===== src/rtl/sw_pkg.sv =====
// Shared types and constants for the Smith-Waterman array controller.
package sw_pkg;

    localparam int unsigned SC_WORD_W   = 32;
    localparam int unsigned MAXFLAG_BIT = 31;

    typedef logic [1:0] sym_t;

    typedef enum logic [2:0] {
        StIdle,
        StFetch,
        StSettle,
        StDrain,
        StFlush,
        StDone
    } sw_ctrl_state_t;

    function automatic int unsigned cnt_w(input int unsigned n);
        return (n > 1) ? $clog2(n) : 1;
    endfunction

endpackage


===== src/rtl/sw_score_drain.sv =====
// Serialises PE scores into the score FIFO, one word per non-full cycle.
// Optional running-max tracker and trailing max word under SW_MAX_TRACK_EN.
module sw_score_drain
    import sw_pkg::*;
#(
    parameter int unsigned DEPTH    = 50,
    parameter int unsigned SCORE_W  = 16,
    parameter int unsigned OUT_MODE = 0
) (
    input  logic                     clk,
    input  logic                     rst,
    input  logic                     clear,
    input  logic                     active,
    input  logic                     final_req,
    input  logic                     full,
    input  logic [DEPTH*SCORE_W-1:0] scores,
    output logic [SC_WORD_W-1:0]     data,
    output logic                     wren,
    output logic                     done,
    output logic                     final_done
);

    localparam int unsigned   IW    = cnt_w(DEPTH);
    localparam logic [IW-1:0] LAST  = IW'(DEPTH - 1);
    localparam logic [IW-1:0] FIRST = (OUT_MODE == 1) ? LAST : '0;

    logic [IW-1:0]        idx_q;
    logic                 done_q;
    logic                 fire;
    logic [SCORE_W-1:0]   score;
    logic [SC_WORD_W-1:0] score_word;

    always_comb begin
        score = '0;
        for (int unsigned k = 0; k < DEPTH; k++) begin
            if (idx_q == IW'(k)) score = scores[k*SCORE_W +: SCORE_W];
        end
    end

    assign score_word = SC_WORD_W'(score);
    // done_q blocks a second pass while the FSM leaves DRAIN
    assign fire       = active && !done_q && !full;
    assign done       = done_q;

    always_ff @(posedge clk or posedge rst) begin
        if (rst) begin
            idx_q  <= FIRST;
            done_q <= 1'b0;
        end else if (clear) begin
            idx_q  <= FIRST;
            done_q <= 1'b0;
        end else begin
            done_q <= 1'b0;
            if (fire) begin
                if (idx_q == LAST) begin
                    idx_q  <= FIRST;
                    done_q <= 1'b1;
                end else begin
                    idx_q <= idx_q + IW'(1);
                end
            end
        end
    end

`ifdef SW_MAX_TRACK_EN
    logic [SCORE_W-1:0]   max_q;
    logic                 final_sent_q;
    logic                 final_fire;
    logic [SC_WORD_W-1:0] max_word;

    assign final_fire = final_req && !final_sent_q && !full;

    always_comb begin
        max_word              = SC_WORD_W'(max_q);
        max_word[MAXFLAG_BIT] = 1'b1;
    end

    always_ff @(posedge clk or posedge rst) begin
        if (rst) begin
            max_q        <= '0;
            final_sent_q <= 1'b0;
        end else if (clear) begin
            max_q        <= '0;
            final_sent_q <= 1'b0;
        end else begin
            if (fire && (score > max_q)) max_q <= score;
            if (final_fire) final_sent_q <= 1'b1;
        end
    end

    assign wren       = fire || final_fire;
    assign data       = fire ? score_word : (final_fire ? max_word : '0);
    assign final_done = final_sent_q;
`else
    logic unused_final_req;
    assign unused_final_req = final_req;

    assign wren       = fire;
    assign data       = fire ? score_word : '0;
    assign final_done = 1'b1;
`endif

endmodule


===== src/rtl/sw_array_ctrl.sv =====
// Smith-Waterman PE array controller: symbol steps, enable ramp/flush, score drain, EOF.
// Build option SW_MAX_TRACK_EN adds a trailing running-max word before EOF.
module sw_array_ctrl
    import sw_pkg::*;
#(
    parameter int unsigned DEPTH    = 50,
    parameter int unsigned SCORE_W  = 16,
    parameter int unsigned PE_LAT   = 1,
    parameter int unsigned OUT_MODE = 0
) (
    input  logic                     bus_clk,
    input  logic                     quiesce,
    input  logic                     run_i,
    input  logic [1:0]               sym_i,
    input  logic                     sym_valid_i,
    output logic                     sym_ready_o,
    input  logic                     src_done_i,
    output logic [1:0]               pe_y_o,
    output logic                     pe_y_valid_o,
    output logic [DEPTH-1:0]         pe_en_o,
    input  logic [DEPTH*SCORE_W-1:0] pe_score_i,
    output logic [31:0]              sc_data_o,
    output logic                     sc_wren_o,
    input  logic                     sc_full_i,
    input  logic                     sc_empty_i,
    output logic                     eof_o
);

    localparam int unsigned      CW          = cnt_w(DEPTH + 1);
    localparam logic [CW-1:0]    DEPTH_C     = CW'(DEPTH);
    localparam logic [DEPTH-1:0] EN_ONE      = DEPTH'(1);
    localparam logic [3:0]       SETTLE_INIT = 4'(PE_LAT - 1);

    sw_ctrl_state_t   state_q;
    logic [CW-1:0]    ramp_q;
    logic [CW-1:0]    flush_q;
    logic             flush_mode_q;
    logic [3:0]       settle_q;
    sym_t             pe_y_q;
    logic             pe_y_valid_q;
    logic [DEPTH-1:0] pe_en_q;

    logic             ramp_open;
    logic [DEPTH-1:0] ramp_mask;
    logic [DEPTH-1:0] flush_mask;
    logic             drain_active;
    logic             drain_clear;
    logic             drain_done;
    logic             final_req;
    logic             final_done;

    assign ramp_open    = (ramp_q < DEPTH_C);
    assign ramp_mask    = ramp_open ? (EN_ONE << ramp_q) : '0;
    assign flush_mask   = EN_ONE << flush_q;
    assign drain_active = (state_q == StDrain) && run_i;
    assign drain_clear  = (state_q == StIdle) || !run_i;
    assign final_req    = (state_q == StDone) && run_i;

    always_ff @(posedge bus_clk or posedge quiesce) begin
        if (quiesce) begin
            state_q      <= StIdle;
            ramp_q       <= '0;
            flush_q      <= '0;
            flush_mode_q <= 1'b0;
            settle_q     <= '0;
            pe_y_q       <= '0;
            pe_y_valid_q <= 1'b0;
            pe_en_q      <= '0;
        end else if (!run_i) begin
            state_q      <= StIdle;
            ramp_q       <= '0;
            flush_q      <= '0;
            flush_mode_q <= 1'b0;
            settle_q     <= '0;
            pe_y_q       <= '0;
            pe_y_valid_q <= 1'b0;
            pe_en_q      <= '0;
        end else begin
            pe_y_valid_q <= 1'b0;
            unique case (state_q)
                StIdle: state_q <= StFetch;
                StFetch: begin
                    if (sym_valid_i) begin
                        pe_y_q       <= sym_i;
                        pe_y_valid_q <= 1'b1;
                        pe_en_q      <= pe_en_q | ramp_mask;
                        if (ramp_open) ramp_q <= ramp_q + CW'(1);
                        settle_q     <= SETTLE_INIT;
                        state_q      <= StSettle;
                    end else if (src_done_i) begin
                        state_q <= (ramp_q == '0) ? StDone : StFlush;
                    end
                end
                StSettle: begin
                    if (settle_q == '0) state_q <= StDrain;
                    else settle_q <= settle_q - 4'd1;
                end
                StDrain: begin
                    if (drain_done) begin
                        if (!flush_mode_q) state_q <= StFetch;
                        else if (flush_q == DEPTH_C) state_q <= StDone;
                        else state_q <= StFlush;
                    end
                end
                StFlush: begin
                    // retire PE f while the ramp may still be switching on a new PE
                    pe_y_q       <= '0;
                    pe_y_valid_q <= 1'b1;
                    pe_en_q      <= (pe_en_q & ~flush_mask) | ramp_mask;
                    if (ramp_open) ramp_q <= ramp_q + CW'(1);
                    flush_q      <= flush_q + CW'(1);
                    flush_mode_q <= 1'b1;
                    settle_q     <= SETTLE_INIT;
                    state_q      <= StSettle;
                end
                StDone:  state_q <= StDone;
                default: state_q <= StIdle;
            endcase
        end
    end

    sw_score_drain #(
        .DEPTH   (DEPTH),
        .SCORE_W (SCORE_W),
        .OUT_MODE(OUT_MODE)
    ) u_drain (
        .clk       (bus_clk),
        .rst       (quiesce),
        .clear     (drain_clear),
        .active    (drain_active),
        .final_req (final_req),
        .full      (sc_full_i),
        .scores    (pe_score_i),
        .data      (sc_data_o),
        .wren      (sc_wren_o),
        .done      (drain_done),
        .final_done(final_done)
    );

    assign sym_ready_o  = (state_q == StFetch) && run_i;
    assign pe_y_o       = pe_y_q;
    assign pe_y_valid_o = pe_y_valid_q;
    assign pe_en_o      = pe_en_q;
    assign eof_o        = (state_q == StDone) && run_i && sc_empty_i && final_done;

endmodule


===== config.mk =====
export PLATFORM = sky130hd
export DESIGN_NAME = sw_array_ctrl
export DESIGN_NICKNAME = d
export VERILOG_FILES = /design/src/rtl/sw_pkg.sv /design/src/rtl/sw_score_drain.sv /design/src/rtl/sw_array_ctrl.sv
export SDC_FILE = /design/constraint.sdc
export NUM_CORES = 1
export LEC_CHECK = 0
export ABC_CLOCK_PERIOD_IN_PS = 2740
export BUFFER_PORTS_ARGS = -buffer_cell sky130_fd_sc_hd__buf_2
export CORE_AREA = 4 4 352 354
export CTS_CLUSTER_DIAMETER = 200
export DETAILED_ROUTE_END_ITERATION = 12
export DIE_AREA = 0 0 356 358
export GPL_TIMING_DRIVEN = 0
export HOLD_SLACK_MARGIN = 0.05
export PLACE_DENSITY = 0.3
export SLEW_MARGIN = 15
export SYNTH_ARGS = -nofsm -noshare
export SYNTH_HDL_FRONTEND = slang
export SYNTH_SLANG_ARGS = --single-unit

===== constraint.sdc =====
create_clock -name bus_clk -period 2.74 [get_ports bus_clk]
set_clock_uncertainty 0.05 [all_clocks]
set_input_delay 0 -clock bus_clk [delete_from_list [all_inputs] [get_ports bus_clk]]
set_output_delay 0 -clock bus_clk [all_outputs]
set_load 0.01 [all_outputs]

=== After elaboration in Yosys (flattened, before gate mapping) ===
Cells that the tools add are included.

* Add/subtract/negate cells: 4
* Magnitude comparators: 1
* Equality and inequality tests: 63
* Shift-type cells: 2
* Multiplexer cells: 88
* Bitwise gates (word level): 4
* Reduce and logical (&&, ||, !) cells: 18

{| class="wikitable"
|+ Operators with widths
! kind !! count
|-
| $mux W16 || 51
|-
| $mux W50 || 3
|-
| $eq A6 B6 Y1 const B || 19
|-
| $or A50 B50 Y50 || 2
|-
| $pmux W50 S2 || 1
|-
| $shl A1 B6 Y50 const A || 2
|-
| $eq A6 B5 Y1 const B || 16
|-
| $and A50 B50 Y50 || 1
|-
| $not A50 Y50 || 1
|-
| $eq A6 B4 Y1 const B || 8
|-
| $mux W6 || 8
|-
| $eq A6 B3 Y1 const B || 4
|-
| $add A6 B1 Y6 const B || 3
|-
| $mux W3 || 6
|-
| $pmux W3 S6 || 1
|-
| $eq A6 B2 Y1 const B || 2
|-
| $logic_not A6 Y1 || 2
|-
| $mux W4 || 3
|-
| $pmux W4 S3 || 1
|-
| $pmux W6 S2 || 1
|-
| $mux W1 || 9
|-
| $ne A3 B3 Y1 const B || 3
|-
| $eq A3 B2 Y1 const B || 2
|-
| $eq A3 B3 Y1 const B || 2
|-
| other kinds (20) || 29
|}

* Bits in registers: 80
* Bits of input ports: 809
* Output and inout bits: 88
* Word-level logic and storage cells: 190

=== Logic depth before layout (Yosys ltp) ===
Gate-level depths: netlist of the first run.

* Depth in word-level cells: 52
* Mapped depth: 13
* Gate-level depth less buffers: 10

=== Hierarchy ===
Synthesis of the first run repeated with hierarchy kept, for this count alone.

* Cell total of the unflattened synthesis: 1826
* Area, all modules: 12675.9 um^2

{| class="wikitable"
|+ By module, submodules not included
! module !! times used !! cells an instance !! area each (um^2) !! sequential area each (um^2)
|-
| sw_score_drain || 1 || 1428 || 8811.0 || 175.2
|-
| sw_array_ctrl || 1 || 398 || 3865.0 || 1826.8
|}

=== Worst setup path after synthesis of the first run ===
OpenSTA, ideal clock, no wires.

* Kind: register to output
* Start point: register u_drain.idx_q[0]
* End point: output sc_data_o[12]
* Arrival: 2.461 ns
* Data required time: 2.690 ns
* Path slack: 0.229 ns
* Stages on the path, launching flop included: 13
* Buffers on the path: 2
* Cells stage by stage: dfrtp_1 > inv_1 > ha_1 > buf_2 > nor2_2 > or3_1 > clkbuf_1 > o221ai_1 > nor3_1 > a211oi_2 > o211ai_1 > nand3_1 > nor3_1

* Word-level cells in the longest chain between the ends: 52
* Elaborated cells on any way between the ends: 101
* Those cells by class: eq/ne: 49; mux: 51; reduce/logical: 1

{| class="wikitable"
|+ Ends and longest elaborated chain
! what !! line !! text
|-
| start, declared || sw_score_drain.sv:27 || <nowiki>logic [IW-1:0] idx_q;</nowiki>
|-
| start signal, assigned || sw_score_drain.sv:59 || <nowiki>idx_q <= idx_q + IW'(1);</nowiki>
|-
| $logic_not A6 Y1 || sw_score_drain.sv:36 || <nowiki>if (idx_q == IW'(k)) score = scores[k*SCORE_W +: SCORE_W];</nowiki>
|-
| $mux W16 (49 in a row) || sw_score_drain.sv:36 ||
|-
| $mux W16 * || sw_score_drain.sv:36 ||
|-
| $mux W16 * || sw_score_drain.sv:99 || <nowiki>assign data = fire ? score_word : '0;</nowiki>
|-
| end, declared || sw_array_ctrl.sv:22 || <nowiki>output logic [31:0] sc_data_o,</nowiki>
|}

Every way passes the cells marked *; elsewhere a longest branch is shown, timed or not.

=== Final worst setup path of the first run ===
* Start point: register u_drain.idx_q[3]
* End point: output sc_data_o[5]

The elaborated chain is that of the path after synthesis.

==> results.tsv, run 1 <==
stage	metric	value	unit
routing	drt total wl	162000	um
synthesis	Gate Count Post-Synth	1720	
synthesis	yosys warns	0	
sta	final worst slack	-954	ps
sta	RSZ-0062 raised after global routing	yes	
die	Site Rows	128	
setup_path	crit path DAT	3640	ps
routing	DRC viols	0	
routing	Met1 Wirelength	68200	um
place	I/O Buffers	880	
worst_hold_path	Min-Delay Path Class	input pin to flip-flop	
job	Max-Cap Viols	0	
grt	Remaining Overflow, GRT	0	
cts	CTS root buffer	clkbuf_16	
setup_path	CP Class	flip-flop to output port	
die	die height	358	um
routing	first-pass iteration count of the detailed router	5	
sta	Final Hold Viols	0	
sta	max_slew headroom	0.331	
cts	Clk Latency, worst-skew pair	350	ps
cts	clock sinks	80	
routing	vias post-DR	21200	
cells_and_area	fin nets	3629	
synthesis	sequential element share of the synthesized area	0.164	
routing	DRT iter0 DRCs	1858	
sta	Max Slew Vio Count	0	
synthesis	Unique masters post-synth	96	
routing	drt wl/cell	36.3	um
routing	DR top layer	met5	
cells_and_area	ratio of cells with drive above 1 in the final layout	0.560	
cells_and_area	Util after Layout	0.198	
place	GP Congestion	0.905	
grt	initial antenna violation count	78	
setup_path	crit end category	output port	
cells_and_area	fin area	0.0240	mm^2
sta	Setup Total Neg Slack	-13270	ps
routing	vias per std cell	4.75	
power_and_ir_drop	IR drop worst, VDD	0.269	mV
setup_path	top cell family by delay on the critical path	compound AO/OA/AOI/OAI gates	
cts	clk buf depth	2	
power_and_ir_drop	Power Total	4.86	mW
cts	Worst-path clk slew	80	ps
sta	Tightest Pin Transition	993	ps
sta	Final min period	3690	ps
cells_and_area	Area Overhead vs Synth	96.7	%
place	Placed Area	0.0188	mm^2
setup_path	Buffers & Inverters on Critical Path	4	
cts	Num CTS Buffers	9	
sta	final setup fails	16	
synthesis	Post-synth EDFFs	0	
sta	f_max	271	MHz
routing	WL met2	75800	um
synthesis	post-synth top area share	0.164	
cells_and_area	area of the multi-input gates	0.0118	mm^2
synthesis	Async S/R FF share, synth	1.00	
synthesis	largest cells by area after synthesis	dfrtp_1 16%, a221oi_1 7.3%, o21ai_0 6.7%	
power_and_ir_drop	pwr/cell area	203	mW/mm^2
setup_path	CP Cell Sequence	buf_12 > or3_4 > buf_6 > nor2_4 > a222oi_1 > buf_4 > a211o_1 > a31oi_4 > o21ai_4 > a21oi_4 > o31a_1 > buf_2	
place	# placed instances	4247	
grt	vias in the first global route	20800	
setup_path	CP Launch Type	flip-flop	
routing	antenna-violating nets left	0	
setup_path	Critical Path RT	2690	ps
synthesis	ys flop type	dfrtp_1	
setup_path	crit path max fanout	11	
place	placed wire-length estimate	135000	um
synthesis	most common cell in the synthesized netlist	nand2_1	
grt	largest net degree at the start of global routing	44	
cells_and_area	Sequential Area	0.00201	mm^2
cells_and_area	Post-Layout Cell Count	4468	
synthesis	post-synthesis register bit count	80	
synthesis	Synth Cell Area	0.0122	mm^2
synthesis	Syn Area/Cell	7.09	um^2
status	status	complete, but fails checks	
sta	final worst path period share	1.35	
die	Die X	356	um
die	DIE AREA	0.127	mm^2
cts	CTS tree	built	
die	# IOs	897	
power_and_ir_drop	Leakage	10.4	nW
die	core region area	0.121	mm^2
cells_and_area	fill count	13900	
synthesis	Post-synth top cells	191 x nand2_1, 163 x o21ai_0, 146 x nor2_1	
grt	first-pass GRT wire length	205000	um
setup_path	CP max stage delay	470	ps
synthesis	post-synth top area cell	dfrtp_1	
setup_path	Slowest cell on crit path	dfrtp_2	
status	failing checks	negative setup slack	
grt	GRT Total Usage	0.238	
cts	H-tree depth	3	
routing	metal3 WL	14700	um
die	Initial Utilization	0.101	
## cell type report
cell class / count / area share
multi-input combinational: 1491 / 0.494
timing repair buffer: 1058 / 0.254
tap: 1625 / 0.0848
sequential: 80 / 0.0837
buffer: 134 / 0.0604
clock buffer: 9 / 0.00940
inverter: 28 / 0.00538
clock inverter: 7 / 0.00428
antenna: 36 / 0.00376
## flip-flops by register name, indices dropped and copies added, names as in the netlist, 2 cells and up
| name | cells |
|---|---|
| state_q | 3 |
| pe_y_o | 2 |
| ramp_q | 6 |
| flush_q | 6 |
| settle_q | 4 |
| pe_en_o | 50 |
| u_drain.idx_q | 6 |
## worst reg2reg max path, stage by stage, from the launching register on
cell	delay [ps]
dfrtp_2	460
inv_2	110
ha_4	190
nor2b_1	170
buf_6	280
nand2_4	220
nor2_4	430
dlygate4sd3_1	690
## cells by family after synthesis
logic type      after synthesis  share of synthesized area
simple gates                659                      0.279
xor+xnor                      7                    0.00503
other cells                   1                   0.000308
flops                        80                      0.164
compound gates              790                      0.461
buf+inv                     165                     0.0719
fa+ha+maj                    18                     0.0185
## per-stage QoR
step / hold slack, ps / setup slack, ps
2_1_floorplan: 40.0 / 229
3_3_place_gp: 238 / -3820
3_5_place_dp: -0.943 / -3080
4_1_cts: 111 / -1010
5_1_grt: 146 / -982
6_report: 121 / -954
## cell usage in the layout, fill, tap and decap left out, types with 24 or more instances in the layout
cell type	count
buf_2	879
buf_4	175
nand2_1	151
o21ai_0	140
nor2_1	107
dfrtp_1	77
a221oi_1	74
o211ai_1	71
a21oi_1	69
nand3_1	57
o22ai_1	55
buf_6	41
nor2_4	39
diode_2	36
buf_12	35
nor3_1	34
nor2_2	28
a221o_1	28
o221ai_1	26
nand2_2	24
## power by group
part | leakage, nW | switching [mW] | internal [mW]
sequential | 1.10 | 0.0804 | 1.27
combinational | 9.19 | 1.23 | 0.876
clock | 0.157 | 0.603 | 0.811
total | 10.4 | 1.91 | 2.95
## path summary, 6_finish.rpt
kind	from	end	slack, ps	cells after the start
max in group asynchronous	quiesce	u_drain.idx_q[3]	1850	4
min in group asynchronous	quiesce	pe_en_o[2]	180	3
hold / removal	sym_valid_i	state_q[1]	120	4
hold reg to reg	pe_y_o[0]	pe_y_o[0]	450	2
setup / recovery	u_drain.idx_q[3]	sc_data_o[5]	-950	12
setup reg to reg	u_drain.idx_q[1]	u_drain.done	60	7
## layer usage
layer / vias to the layer above / track usage
li1: 9103 / -
met1: 10800 / 0.307
met2: 1152 / 0.400
met3: 143 / 0.0685
met4: 48 / 0.0359
met5: - / 0
## what timing repair did
action                     CTS  global route
gates resized for setup    538           211
hold endpoints to repair    85             1
pin swaps                   82            64
hold buffers                 7             1
setup endpoints to repair   52            62
setup buffers              109            51
gates cloned                 1             3
Power figures use the tool's default switching activity.
==> run 2: changes to the inputs <==
--- a/config.mk
+++ b/config.mk
@@ -14,6 +14,7 @@
 export GPL_TIMING_DRIVEN = 0
 export HOLD_SLACK_MARGIN = 0.05
 export PLACE_DENSITY = 0.3
+export RECOVER_POWER = 50
 export SLEW_MARGIN = 15
 export SYNTH_ARGS = -nofsm -noshare
 export SYNTH_HDL_FRONTEND = slang
==> constraint.sdc (replaced) <==
create_clock -name bus_clk -period 2.74 [get_ports bus_clk]
set_clock_uncertainty 0.05 [all_clocks]
set_input_delay 0.274 -clock bus_clk [delete_from_list [all_inputs] [get_ports bus_clk]]
set_output_delay 0.274 -clock bus_clk [all_outputs]
set_load 0.01 [all_outputs]
==> results.tsv, run 2 (same netlist as run 1, synthesis figures left out) <==
stage	metric	value	unit
cts	Num CTS Buffers	9	
sta	final worst path period share	1.44	
setup_path	cell count of the worst reg-to-reg path	8	
sta	Tightest Pin Transition	1190	ps
worst_hold_path	Hold Crit Depth	3	
sta	Final Hold Viols	0	
sta	Max Slew Vio Count	0	
die	Initial Utilization	0.101	
grt	GRT Total Usage	0.240	
place	placed wire-length estimate	136000	um
place	I/O Buffers	880	
sta	final worst slack	-1200	ps
grt	vias in the first global route	21000	
setup_path	CP Launch Type	flip-flop	
die	core region area	0.121	mm^2
routing	vias post-DR	21300	
routing	drt total wl	163000	um
die	die height	358	um
status	status	complete, but fails checks	
grt	largest net degree at the start of global routing	59	
routing	drt wl/cell	36.3	um
sta	Setup Total Neg Slack	-17100	ps
cells_and_area	most common cell after layout, fill and taps aside	buf_2	
setup_path	crit end category	output port	
setup_path	CP max stage delay	470	ps
routing	WL met2	75700	um
routing	vias per std cell	4.74	
die	Die X	356	um
sta	Final min period	3940	ps
routing	DR top layer	met5	
cts	CTS tree	built	
power_and_ir_drop	IR drop worst, VDD	0.262	mV
cells_and_area	ratio of cells with drive above 1 in the final layout	0.563	
setup_path	crit path DAT	3620	ps
die	Site Rows	128	
routing	first-pass iteration count of the detailed router	6	
cts	Worst-path clk slew	80	ps
cts	Clk Latency, worst-skew pair	350	ps
cts	CTS root buffer	clkbuf_16	
place	Setup WS pre-CTS	-3660	ps
cts	clk buf depth	2	
setup_path	CP Cell Sequence	buf_8 > buf_8 > nor3_4 > buf_12 > nand2_4 > buf_4 > o211ai_1 > a31oi_4 > o21ai_4 > a21oi_4 > o31a_1 > buf_6	
cts	clock sinks	80	
grt	Remaining Overflow, GRT	0	
routing	DRT iter0 DRCs	1957	
routing	Met1 Wirelength	69900	um
sta	f_max	254	MHz
die	DIE AREA	0.127	mm^2
power_and_ir_drop	Power Total	4.70	mW
grt	initial antenna violation count	74	
sta	final setup fails	16	
sta	RSZ-0062 raised after global routing	yes	
routing	antenna-violating nets left	0	
cells_and_area	fin nets	3660	
power_and_ir_drop	pwr/cell area	192	mW/mm^2
cells_and_area	Area Overhead vs Synth	100	%
routing	metal3 WL	13300	um
cells_and_area	max reg flops	50	
place	Placed Area	0.0189	mm^2
cells_and_area	commonest non-fill, non-tap cells in the layout	850 x buf_2, 198 x buf_4, 147 x nand2_1	
cells_and_area	fin area	0.0244	mm^2
setup_path	Top cell by count, worst path	buf_8	
power_and_ir_drop	Leakage	10.6	nW
setup_path	crit path max fanout	10	
cts	H-tree depth	3	
job	Max-Cap Viols	0	
sta	max_slew headroom	0.200	
routing	DRC viols	0	
status	failing checks	negative setup slack	
setup_path	Slowest cell on crit path	o211ai_1	
setup_path	Critical Path RT	2420	ps
grt	first-pass GRT wire length	206000	um
die	# IOs	897	
worst_hold_path	Min-Delay Path Class	input pin to flip-flop	
place	GP Congestion	0.931	
setup_path	CP Class	flip-flop to output port	
run 2: cell types whose count changed in the layout (fill, tap and decap cells not counted), moves of 6 or more:
| cell | before | now |
|---|---|---|
| a221oi_1 | 74 | 68 |
| diode_2 | 36 | 29 |
| buf_2 | 879 | 850 |
| buf_12 | 35 | 51 |
| dlygate4sd3_1 | 8 | 1 |
| a221oi_2 | 23 | 29 |
| buf_4 | 175 | 198 |
| clkbuf_1 | 16 | 44 |
run 2: timing repair:
action	in CTS	in global routing
setup endpoints to repair	52	42
endpoints found under the hold margin	22	0
cloned	3	3
hold buffers	1	0
pin swaps	119	83
buffers inserted	147	52
gates resized for setup	651	129
run 2: layer usage:
layer / track usage / vias up
li1: - / 9182
met1: 0.312 / 10800
met2: 0.396 / 1121
met3: 0.0672 / 167
met4: 0.0485 / 50
met5: 0 / -
run 2: where the power goes:
| part | total (mW) | internal, mW | switching, mW |
|---|---|---|---|
| Combinational | 2.05 | 0.845 | 1.21 |
| Sequential | 1.35 | 1.27 | 0.0796 |
| Clock | 1.30 | 0.714 | 0.589 |
run 2: stage by stage:
step                hold WS [ps]  utilization  std cells
floorplan                    387            -       1735
global placement             430        0.154       4240
detailed placement           204        0.156       4249
CTS                          132        0.193       4411
global route                 152        0.201       4467
finish                       140        0.202       4492
run 2: final cells by class:
class	instances	area, um^2
plain buffers	131	1470
well taps	1625	2030
flip-flops and latches	80	2010
multi-input cells	1492	11900
inverters	28	130
repair buffers	1091	6470
clock buffers	10	229
diodes	29	72.6
fillers	14000	96700
clock inverters	6	67.6
run 2: path summary, 6_finish.rpt:
path	startpoint	to	slack [ps]
max reg2reg	state_q[0]	pe_en_o[23]	200
max	u_drain.idx_q[3]	sc_data_o[5]	-1200
min	sym_i[0]	pe_y_o[0]	140
min reg2reg	pe_y_o[1]	pe_y_o[1]	440
max in group asynchronous	quiesce	u_drain.idx_q[3]	450
min in group asynchronous	quiesce	pe_en_o[17]	640
run 2: worst max-delay path, delay by kind of cell, from the launching register on:
kind	cells	cell delay (ps)
compound gates	5	1620
simple gates	2	330
buf+inv	5	830
flops	1	450
==> run 3: changes to the inputs <==
--- a/config.mk
+++ b/config.mk
@@ -5,12 +5,12 @@
 export SDC_FILE = /design/constraint.sdc
 export NUM_CORES = 1
 export LEC_CHECK = 0
-export ABC_CLOCK_PERIOD_IN_PS = 2740
+export ABC_CLOCK_PERIOD_IN_PS = 4780
 export BUFFER_PORTS_ARGS = -buffer_cell sky130_fd_sc_hd__buf_2
-export CORE_AREA = 4 4 352 354
+export CORE_AREA = 4 4 346 348
 export CTS_CLUSTER_DIAMETER = 200
 export DETAILED_ROUTE_END_ITERATION = 12
-export DIE_AREA = 0 0 356 358
+export DIE_AREA = 0 0 350 352
 export GPL_TIMING_DRIVEN = 0
 export HOLD_SLACK_MARGIN = 0.05
 export PLACE_DENSITY = 0.3
==> constraint.sdc (replaced) <==
create_clock -name bus_clk -period 4.78 [get_ports bus_clk]
set_clock_uncertainty 0.05 [all_clocks]
set_input_delay 0.478 -clock bus_clk [delete_from_list [all_inputs] [get_ports bus_clk]]
set_output_delay 0.478 -clock bus_clk [all_outputs]
set_load 0.01 [all_outputs]
==> results.tsv, run 3 (same netlist as run 1, synthesis figures left out) <==
stage	metric	value	unit
sta	Tightest Pin Transition	2480	ps
die	Die X	350	um
die	Site Rows	125	
routing	antenna-violating nets left	0	
setup_path	Critical Path RT	4250	ps
power_and_ir_drop	pwr/cell area	131	mW/mm^2
routing	metal3 WL	14100	um
cells_and_area	Util after Layout	0.172	
die	Initial Utilization	0.105	
setup_path	CP Launch Type	flip-flop	
cts	H-tree depth	3	
routing	DRC viols	0	
cts	CTS root buffer	clkbuf_16	
setup_path	CP Class	flip-flop to output port	
grt	first-pass GRT wire length	199000	um
sta	RSZ-0062 raised after global routing	yes	
setup_path	Slowest cell on crit path	a221oi_1	
setup_path	crit path DAT	4260	ps
place	placed wire-length estimate	133000	um
setup_path	worst r2r src	u_drain.idx_q[1]	
die	die height	352	um
routing	DRT iter0 DRCs	2027	
routing	WL met2	73500	um
cells_and_area	area of the multi-input gates	0.0101	mm^2
grt	vias in the first global route	20400	
grt	Remaining Overflow, GRT	0	
grt	initial antenna violation count	81	
sta	Setup Total Neg Slack	-5.92	ps
setup_path	CP max stage delay	650	ps
routing	drt wl/cell	37.0	um
setup_path	Setup crit start	u_drain.idx_q[1]	
sta	final worst path period share	1.00	
worst_hold_path	Min-Delay Path Class	input pin to flip-flop	
power_and_ir_drop	Power Total	2.60	mW
sta	Max Slew Vio Count	83	
die	core region area	0.116	mm^2
grt	largest net degree at the start of global routing	50	
sta	Final Hold Viols	0	
cts	CTS tree	built	
job	Max-Cap Viols	2	
place	I/O Buffers	880	
cells_and_area	most common cell after layout, fill and taps aside	buf_2	
cells_and_area	fill count	13700	
worst_hold_path	Worst Hold Launch	sym_i[1]	
routing	vias post-DR	20500	
cts	Worst-path clk slew	70	ps
cells_and_area	commonest non-fill, non-tap cells in the layout	881 x buf_2, 178 x nand2_1, 153 x o21ai_0	
place	GP Congestion	0.947	
power_and_ir_drop	IR drop worst, VDD	0.147	mV
status	failing checks	max-capacitance violations, max-slew violations, negative setup slack	
sta	final setup fails	1	
cts	Num CTS Buffers	9	
setup_path	crit path max fanout	10	
cts	clock sinks	80	
die	DIE AREA	0.123	mm^2
cells_and_area	Post-Layout Cell Count	4220	
cells_and_area	fin nets	3474	
cells_and_area	max reg flops	50	
power_and_ir_drop	Leakage	8.54	nW
grt	GRT Total Usage	0.238	
routing	drt total wl	156000	um
cts	clk buf depth	2	
sta	Final min period	4790	ps
place	# placed instances	4147	
sta	f_max	209	MHz
cts	Clk Latency, worst-skew pair	350	ps
routing	Met1 Wirelength	64400	um
routing	vias per std cell	4.85	
sta	max_slew headroom	-0.656	
routing	first-pass iteration count of the detailed router	5	
die	# IOs	897	
cells_and_area	Sequential Area	0.00200	mm^2
cells_and_area	ratio of cells with drive above 1 in the final layout	0.443	
sta	final worst slack	-5.92	ps
status	status	complete, but fails checks	
routing	DR top layer	met5	
cells_and_area	Area Overhead vs Synth	63.6	%
sta	final hold slack	351	ps
setup_path	crit end category	output port	
setup_path	CP Cell Sequence	inv_1 > ha_1 > nand2b_1 > nor2_8 > buf_4 > a221oi_1 > o211ai_1 > o2111ai_1 > a21oi_4 > nor3_4 > nor2_1 > buf_2	
[run 3: cell count changes in the layout (fill, tap and decap cells not counted), moves of 30 or more]
cell	delta
buf_12	-51
a221oi_1	+30
buf_4	-145
nor2_4	-32
nand2_1	+31
nor2_1	+30
buf_2	+31
[run 3: through the flow]
stage / setup slack (ps) / area [um^2]
floorplan: 1790 / 12200
global placement: -1940 / 18600
detailed placement: -1730 / 18700
CTS: 4.41 / 19700
global route: -64.5 / 19900
finish: -5.92 / 19900
[run 3: layout make-up]
type / count / share of cell area
Timing Repair Buffer: 903 / 0.228
Buffer: 135 / 0.0437
Sequential cell: 80 / 0.100
Multi-Input combinational cell: 1490 / 0.505
Inverter: 28 / 0.00596
Antenna cell: 44 / 0.00552
Tap cell: 1524 / 0.0956
Clock inverter: 7 / 0.00402
Clock buffer: 9 / 0.0113
[run 3: final timing paths]
kind                                         end  slack [ps]  cells past startpoint
worst max-delay path                sc_data_o[7]          -6                     12
worst min-delay path                   pe_y_o[1]         350                      3
worst max register to register  u_drain.idx_q[5]        1730                      8
worst min register to register         pe_y_o[0]         440                      2
max in group asynchronous       u_drain.idx_q[0]         970                      3
min in group asynchronous            pe_en_o[34]         430                      2
[run 3: power by group]
| group | switching (mW) | leakage [nW] | internal [mW] |
|---|---|---|---|
| logic | 0.659 | 7.29 | 0.436 |
| registers | 0.0410 | 1.10 | 0.726 |
| clock network | 0.329 | 0.148 | 0.412 |
[run 3: worst max-delay path, delay by kind of cell, from the launching register on]
kind	cells	cell delay, ps
buffers and inverters	3	490
DFF	1	450
AOI/OAI and AO/OA	4	1510
adders and majority gates	1	330
and+or+nand+nor	4	1120
[run 3: metal layers]
metal | global-route usage | up-vias
met5 | 0 | -
met4 | 0.0488 | 36
met3 | 0.0656 | 172
met2 | 0.403 | 1194
met1 | 0.303 | 10300
li1 | - | 8803
[run 3: timing repair]
| action | CTS | global route |
|---|---|---|
| setup endpoints to repair | 16 | 14 |
| setup buffers | 9 | 6 |
| hold buffers | 0 | 0 |
| pin swaps | 11 | 3 |
| resized for setup | 157 | 33 |
